**src/rtl/fdc_pkg.sv**
```systemverilog
// Shared types and default sizing for the fault-detection campaign controller.
// The optional early-exit behaviour is selected with FDC_EARLY_EXIT_EN (see fault_detect_ctrl).
package fdc_pkg;

    localparam int DEF_OUT_BITS = 25;
    localparam int DEF_PAT_CNT  = 64;
    localparam int DEF_CNT_W    = 16;

    typedef enum logic [2:0] {
        ST_IDLE   = 3'd0,
        ST_APPLY  = 3'd1,
        ST_NEXT   = 3'd2,
        ST_SETTLE = 3'd3,
        ST_DONE   = 3'd4
    } fdc_state_e;

    // Pattern counter width; a single-pattern campaign still needs a 1-bit counter.
    function automatic int pat_w(input int n);
        return (n > 1) ? $clog2(n) : 1;
    endfunction

endpackage

```
**src/rtl/fdc_sat_cnt.sv**
```systemverilog
// Saturating counter with synchronous clear and single-step increment enable.
module fdc_sat_cnt #(
    parameter int W = 16
) (
    input  logic         clk,
    input  logic         rst,
    input  logic         clr,
    input  logic         inc,
    output logic [W-1:0] cnt
);

    localparam logic [W-1:0] CNT_MAX = '1;

    always_ff @(posedge clk or posedge rst) begin
        if (rst) begin
            cnt <= '0;
        end else if (clr) begin
            cnt <= '0;
        end else if (inc && (cnt != CNT_MAX)) begin
            cnt <= cnt + W'(1);
        end
    end

endmodule

```
**src/rtl/fault_detect_ctrl.sv**
```systemverilog
// Fault-simulation campaign controller: applies PAT_CNT patterns per injected fault and
// counts faults whose CUT response ever differs from the fault-free one. Macro: FDC_EARLY_EXIT_EN.
module fault_detect_ctrl
    import fdc_pkg::*;
#(
    parameter int OUT_BITS = DEF_OUT_BITS,
    parameter int PAT_CNT  = DEF_PAT_CNT,
    parameter int CNT_W    = DEF_CNT_W
) (
    input  logic                clk,
    input  logic                rst,
    input  logic                start,
    input  logic [OUT_BITS-1:0] CUT_OP,
    input  logic [OUT_BITS-1:0] FF_OP,
    input  logic                FIL_END,
    output logic                FIL_INC,
    output logic                TPG_EN,
    output logic                busy,
    output logic                done,
    output logic [CNT_W-1:0]    det_cnt,
    output logic [CNT_W-1:0]    tot_cnt
);

    localparam int            PW       = pat_w(PAT_CNT);
    localparam logic [PW-1:0] PAT_LAST = PW'(PAT_CNT - 1);

    fdc_state_e    state;
    fdc_state_e    state_nxt;
    logic [PW-1:0] pat_cnt;
    logic          det_flag;
    logic          mismatch;
    logic          last_pat;
    logic          early_exit;
    logic          cnt_clr;
    logic          tot_inc;
    logic          det_inc;

    // Compared combinationally so the verdict belongs to the pattern on the bus this cycle.
    assign mismatch = |(CUT_OP ^ FF_OP);
    assign last_pat = (pat_cnt == PAT_LAST);

`ifdef FDC_EARLY_EXIT_EN
    assign early_exit = det_flag;
`else
    assign early_exit = 1'b0;
`endif

    always_ff @(posedge clk or posedge rst) begin
        if (rst) begin
            state <= ST_IDLE;
        end else begin
            state <= state_nxt;
        end
    end

    always_comb begin
        state_nxt = state;
        TPG_EN    = 1'b0;
        FIL_INC   = 1'b0;
        busy      = 1'b0;
        done      = 1'b0;
        cnt_clr   = 1'b0;
        tot_inc   = 1'b0;
        det_inc   = 1'b0;
        case (state)
            ST_IDLE: begin
                if (start) begin
                    cnt_clr   = 1'b1;
                    state_nxt = ST_APPLY;
                end
            end
            ST_APPLY: begin
                busy   = 1'b1;
                TPG_EN = 1'b1;
                if (last_pat || early_exit) begin
                    state_nxt = ST_NEXT;
                end
            end
            ST_NEXT: begin
                busy    = 1'b1;
                tot_inc = 1'b1;
                det_inc = det_flag;
                // The last fault ends the campaign without asking for another injection.
                if (FIL_END) begin
                    state_nxt = ST_DONE;
                end else begin
                    FIL_INC   = 1'b1;
                    state_nxt = ST_SETTLE;
                end
            end
            ST_SETTLE: begin
                busy      = 1'b1;
                state_nxt = ST_APPLY;
            end
            ST_DONE: begin
                done = 1'b1;
                if (start) begin
                    cnt_clr   = 1'b1;
                    state_nxt = ST_APPLY;
                end
            end
            default: begin
                state_nxt = ST_IDLE;
            end
        endcase
    end

    always_ff @(posedge clk or posedge rst) begin
        if (rst) begin
            pat_cnt  <= '0;
            det_flag <= 1'b0;
        end else begin
            case (state)
                ST_IDLE, ST_DONE: begin
                    if (start) begin
                        pat_cnt  <= '0;
                        det_flag <= 1'b0;
                    end
                end
                ST_APPLY: begin
                    pat_cnt  <= pat_cnt + PW'(1);
                    det_flag <= det_flag | mismatch;
                end
                ST_SETTLE: begin
                    pat_cnt  <= '0;
                    det_flag <= 1'b0;
                end
                default: begin
                    pat_cnt  <= pat_cnt;
                    det_flag <= det_flag;
                end
            endcase
        end
    end

    // det_cnt only steps alongside tot_cnt and both saturate at the same ceiling.
    fdc_sat_cnt #(.W(CNT_W)) u_det_cnt (
        .clk (clk),
        .rst (rst),
        .clr (cnt_clr),
        .inc (det_inc),
        .cnt (det_cnt)
    );

    fdc_sat_cnt #(.W(CNT_W)) u_tot_cnt (
        .clk (clk),
        .rst (rst),
        .clr (cnt_clr),
        .inc (tot_inc),
        .cnt (tot_cnt)
    );

endmodule

```
**config.mk**
```make
export PLATFORM = sky130hd
export DESIGN_NAME = fault_detect_ctrl
export DESIGN_NICKNAME = d
export VERILOG_FILES = /design/src/rtl/fdc_pkg.sv /design/src/rtl/fdc_sat_cnt.sv /design/src/rtl/fault_detect_ctrl.sv
export SDC_FILE = /design/constraint.sdc
export NUM_CORES = 1
export LEC_CHECK = 0
export ABC_CLOCK_PERIOD_IN_PS = 5650
export CAP_MARGIN = 0
export CORE_MARGIN = 5
export CORE_UTILIZATION = 40
export CTS_CLUSTER_SIZE = 24
export DETAILED_ROUTE_END_ITERATION = 6
export PLACE_DENSITY = 0.75
export SLEW_MARGIN = 0
export SYNTH_ARGS = -nofsm -noshare
export SYNTH_HDL_FRONTEND = slang
export SYNTH_SLANG_ARGS = --single-unit
export TNS_END_PERCENT = 50
```
**constraint.sdc**
```tcl
create_clock -name clk -period 5.65 [get_ports clk]
set_input_delay 0.8475 -clock clk [delete_from_list [all_inputs] [get_ports clk]]
set_output_delay 0.8475 -clock clk [all_outputs]
set_load 0.005 [all_outputs]
```
Word level (Yosys, flattened, before mapping)
Cells that the tools add are included.
{"block": "totals", "regBits": 42, "in_bits": 54, "output_inout_bits": 36, "wordCells": 51}
{"block": "op_classes", "add_sub_neg": 3, "eq_ne": 9, "muxes": 21, "bitwise": 2, "reduce_logical": 11}
{"operator": "$mux W16", "count": 4}
{"operator": "$add A16 B1 Y16 const B", "count": 2}
{"operator": "$ne A16 B16 Y1 const B", "count": 2}
{"operator": "$reduce_or A25 Y1", "count": 1}
{"operator": "$xor A25 B25 Y25", "count": 1}
{"operator": "$pmux W6 S3", "count": 1}
{"operator": "$pmux W3 S4", "count": 1}
{"operator": "$mux W1", "count": 10}
{"operator": "$mux W3", "count": 3}
{"operator": "$add A6 B1 Y6 const B", "count": 1}
{"operator": "$eq A3 B2 Y1 const B", "count": 2}
{"operator": "$eq A6 B6 Y1 const B", "count": 1}
{"operator": "$mux W6", "count": 1}
{"operator": "$reduce_and A2 Y1", "count": 2}
{"operator": "$reduce_bool A2 Y1", "count": 2}
{"operator": "$eq A3 B1 Y1 const B", "count": 1}
{"operator": "$eq A3 B3 Y1 const B", "count": 1}
{"operator": "$logic_not A3 Y1", "count": 1}
{"operator": "$pmux W1 S3", "count": 1}
{"operator": "$reduce_bool A3 Y1", "count": 1}
{"operator": "$reduce_or A3 Y1", "count": 1}
{"operator": "$logic_and A1 B1 Y1", "count": 2}
{"operator": "$ne A2 B1 Y1 const B", "count": 1}
{"operator": "$ne A2 B2 Y1 const B", "count": 1}
{"operator": "2 further kinds", "count": 2}

Logic depth before layout (Yosys ltp)
{"block": "logic_depth", "word_depth": 5, "mapped_depth": 6, "ltp_nobuf": 5}

By module
Synthesis repeated with hierarchy kept, for this count alone.
{"block": "hier_totals", "cells_unflattened": 296, "area_unflattened_um2": 2678.8}
{"mod": "fdc_sat_cnt", "n_inst": 2, "cells_per_inst": 101, "area_each_um2": 932.1}
{"mod": "fault_detect_ctrl", "n_inst": 1, "cells_per_inst": 94, "area_each_um2": 814.5}

Worst setup path after synthesis
OpenSTA, ideal clock, no wires.
{"block": "synth_timing", "path_kind": "reg2reg", "start": "reg state[0]", "end": "reg u_det_cnt.cnt[11]", "setup_time_ps": 78, "arrival_ps": 1906, "required_time_ps": 5572, "setup_slack_ps": 3666, "path_stages_with_launch": 6, "n_path_buf": 1, "path_cell_list": "dfrtp_1 -> buf_2 -> nand4bb_1 -> or4_1 -> or4_1 -> a21oi_1"}
{"block": "synth_between", "elab_chain_cells": 4, "elab_cells_between_ends": 9, "classes_between": "eq/ne (2); mux (3); reduce/logical (4)"}
{"item": "start, declared", "line_no": "fault_detect_ctrl.sv:27", "text": "fdc_state_e state;"}
{"item": "start signal, assigned", "line_no": "fault_detect_ctrl.sv:52", "text": "state <= state_nxt;"}
{"item": "$eq A3 B3 Y1, or another cell as far along", "line_no": "fault_detect_ctrl.sv:65", "text": "case (state)"}
{"item": "$reduce_or A2 Y1 (no line) / $mux W1 (equally long branches)"}
{"item": "$mux W1 / $logic_and A1 B1 Y1 (equally long branches)"}
{"item": "$mux W16 / $reduce_bool A2 Y1 (equally long branches)"}
{"item": "end signal, assigned", "line_no": "fdc_sat_cnt.sv:20", "text": "cnt <= cnt + W'(1);"}
{"item": "end, declared", "line_no": "fdc_sat_cnt.sv:9", "text": "output logic [W-1:0] cnt"}
Parallel ways exist; a longest one is shown, timed or not.
A chain may end at the register's enable or synchronous reset.

Worst setup path in the final report
{"block": "layout_timing", "start": "reg state[0]", "end": "out TPG_EN"}
{"block": "layout_between", "elab_chain_cells": 2}
{"item": "$eq A3 B1 Y1", "line_no": "fault_detect_ctrl.sv:65"}
{"item": "$mux W1", "line_no": "fault_detect_ctrl.sv:65"}
{"item": "end, declared", "line_no": "fault_detect_ctrl.sv:17", "text": "output logic TPG_EN,"}
No other way between the ends.

==> results.sh <==
export IMPL_critPathLaunch="state[0]$_DFFE_PP0P_"
export IMPL_firstDrtPassIters=4
export IMPL_grt_use_total=0.173
export IMPL_status="finished clean"
export IMPL_p_leak_nw=1.43
export IMPL_gr_usage_met2=0.291
export IMPL_ys_seq_area_frac=0.393
export IMPL_synth_top_area_frac=0.393
export IMPL_ctsResizeCount=0
export IMPL_cts_tree="done"
export IMPL_rr_endpoint="u_det_cnt.cnt[11]$_DFFE_PP0P_"
export IMPL_cts_buffer_depth=2
export IMPL_die_h_um=91.8
export IMPL_rsz0062_at_grt="no"
export IMPL_max_freq_mhz=328
export IMPL_setup_violations=0
export IMPL_ir_drop_mv=0.134
export IMPL_crit_path_max_incr_delay_ps=700
export IMPL_place_congestion=0.847
export IMPL_syn_nets=361
export IMPL_start_kind="flop"
export IMPL_critPathMaxFanout=20
export IMPL_syn_to_final_growth_pct=40.0
export IMPL_yosysWarnings=0
export IMPL_overflow=0
export IMPL_finalHoldViolCount=0
export IMPL_h_tree_depth=2
export IMPL_dr_first_iter_drc_count=88
export IMPL_reg2reg_from="state[0]$_DFFE_PP0P_"
export IMPL_grt_pass1_vias=2575
export IMPL_arrival_ps=2200
export IMPL_synthArstFlopShare=1.00
export IMPL_grtUsageMet1=0.208
export IMPL_endpoint_kind="output pin"
export IMPL_postCtsHoldBufs=0
export IMPL_cap_violations=0
export IMPL_coreArea_um2=6420
export IMPL_worst_path_max_delay_cell="dfrtp_1"
export IMPL_fill_cells=572
export IMPL_grt_pass1_wl_mm=12.0
export IMPL_busiest_layer="met2"
export IMPL_fin_skew_ps=6.62
export IMPL_die_area_um2=8420
export IMPL_synth_seq_cells=42
export IMPL_layout_common_cells="clkdlybuf4s50_1, dfrtp_1, nand2_1, a21oi_1, o21ai_0"
export IMPL_place_area_um2=3650
export IMPL_power_density_nw_per_um2=251
export IMPL_viasPerCell=5.73
export IMPL_slew_viol_final=0
export IMPL_design_area_um2=3740
export IMPL_reg2reg_slack_ps=3200
export IMPL_dp_hpwl_mm=5.50
export IMPL_final_common_cell="clkdlybuf4s50_1"
export IMPL_worst_pin_slew_ps=833
export IMPL_cts_buffers=5
export IMPL_worstSetupPathType="reg2out"
export IMPL_synth_edf_count=0
export IMPL_worstRegToRegCells=4
export IMPL_final_nets=450
export IMPL_drc=0
export IMPL_slew_limit_headroom=0.440
export IMPL_portBuffers=89
export IMPL_endpoint="TPG_EN"
export IMPL_cp_required_ps=4800
export IMPL_postSynthCellCount=304
export IMPL_path_clk_slew_ps=80
export IMPL_rows=29
export IMPL_synth_area_leader_cell="dfrtp_1"
export IMPL_synth_distinct_cells=46
export IMPL_initial_utilization=0.417
export IMPL_hold_path_class="reg2reg"
export IMPL_cts_num_sinks=42
export IMPL_grt_max_degree=43
export IMPL_met3_usage=0.0622
export IMPL_ios=90
export IMPL_regArea_um2=1050
export IMPL_worstPathCellList="or3b_2 > inv_1 > clkdlybuf4s50_1"
export IMPL_synthFlopType="dfrtp_1"
export IMPL_antenna_found_initial=0
export IMPL_insertion_delay_ps=300
export IMPL_cts_setup_buffers=0
export IMPL_fin_crit_ps=3050
export IMPL_synthesis_area_um2=2680
export IMPL_routed_wirelength_mm=7.22
export IMPL_multi_input_area_um2=1560
export IMPL_ant_nets=0
export IMPL_vias=2700
export IMPL_drt_wirelength_per_cell_um=15.3
export IMPL_cts_root_buffer="clkbuf_8"
export IMPL_setup_tns_ps=0
export IMPL_synthTopCellsByArea="dfrtp_1, a21oi_1, xor2_1"
export IMPL_syn_area_per_cell_um2=8.80
export IMPL_min_period_over_period=0.540
export IMPL_drive_gt1_frac=0.0558
export IMPL_num_antenna_cells=0
export IMPL_die_w_um=91.8
-- sequential cells by signal, indices dropped and copies added (netlist names) --
name	count
u_tot_cnt.cnt	16
u_det_cnt.cnt	16
pat_cnt	6
state	3
det_flag	1
-- layout make-up --
type                    instances  share of cell area
flip-flops and latches         42               0.281
clock inverters                 2             0.00334
multi-input cells             244               0.416
clock buffers                   6              0.0221
repair buffers                 92               0.244
well taps                      77              0.0257
inverters                       8             0.00802
-- cells by family after synthesis --
| family | synth area share |
|---|---|
| flip-flops | 0.393 |
| multiplexers | 0.0337 |
| AO/OA/AOI/OAI | 0.164 |
| buffers and inverters | 0.0262 |
| adder cells (fa/ha/maj) | 0.0140 |
| AND/OR/NAND/NOR | 0.288 |
| XOR/XNOR | 0.0819 |
-- cell usage after synthesis (all sizes together) (4+ instances only) --
master,n
a21oi,27
and2,4
and4,7
clkbuf,8
dfrtp,42
inv,8
mux2i,9
nand2,27
nand3,14
nand4,13
nor2,16
nor3,6
nor4,8
o21ai,20
o31ai,9
or2,6
or3,9
or4,9
xnor2,12
xor2,13
-- critical path: cells and delay by family, from the launching register on --
kind	cells	cell delay (ps)
and+or+nand+nor	1	560
DFF	1	700
buffers and inverters	2	660
-- layer usage --
layer	up-vias	part of all wire
met2	108	0.47
met1	1266	0.42
met4	0	0.013
met5	-	0
met3	9	0.098
li1	1317	-
-- metrics by stage --
step	std cells	power [mW]	hold slack [ps]	util	worst slack [ps]
after floorplan	304	0.590	450	-	3670
after global placement	463	0.727	479	0.568	2860
after detailed placement	463	0.737	493	0.568	2830
after CTS	471	0.945	503	0.583	2590
after global routing	471	1.01	525	0.583	2490
final	471	0.939	503	0.583	2600
-- worst min-delay path by stage --
stage	startpoint	end	slack [ps]	cells past startpoint
final	pat_cnt[5]$_DFFE_PP0P_	pat_cnt[5]$_DFFE_PP0P_	500	1
after global routing	pat_cnt[5]$_DFFE_PP0P_	pat_cnt[5]$_DFFE_PP0P_	530	1
after CTS	pat_cnt[5]$_DFFE_PP0P_	pat_cnt[5]$_DFFE_PP0P_	500	1
after detailed placement	pat_cnt[5]$_DFFE_PP0P_	pat_cnt[5]$_DFFE_PP0P_	490	1
after global placement	pat_cnt[5]$_DFFE_PP0P_	pat_cnt[5]$_DFFE_PP0P_	480	1
after floorplan	pat_cnt[5]$_DFFE_PP0P_	pat_cnt[5]$_DFFE_PP0P_	450	1
-- power by group --
group	switching (mW)	internal, mW	total [mW]
combinational	0.157	0.172	0.329
clock	0.108	0.0983	0.206
sequential	0.0674	0.336	0.404
total	0.332	0.607	0.939
Power figures use the tool's default switching activity.
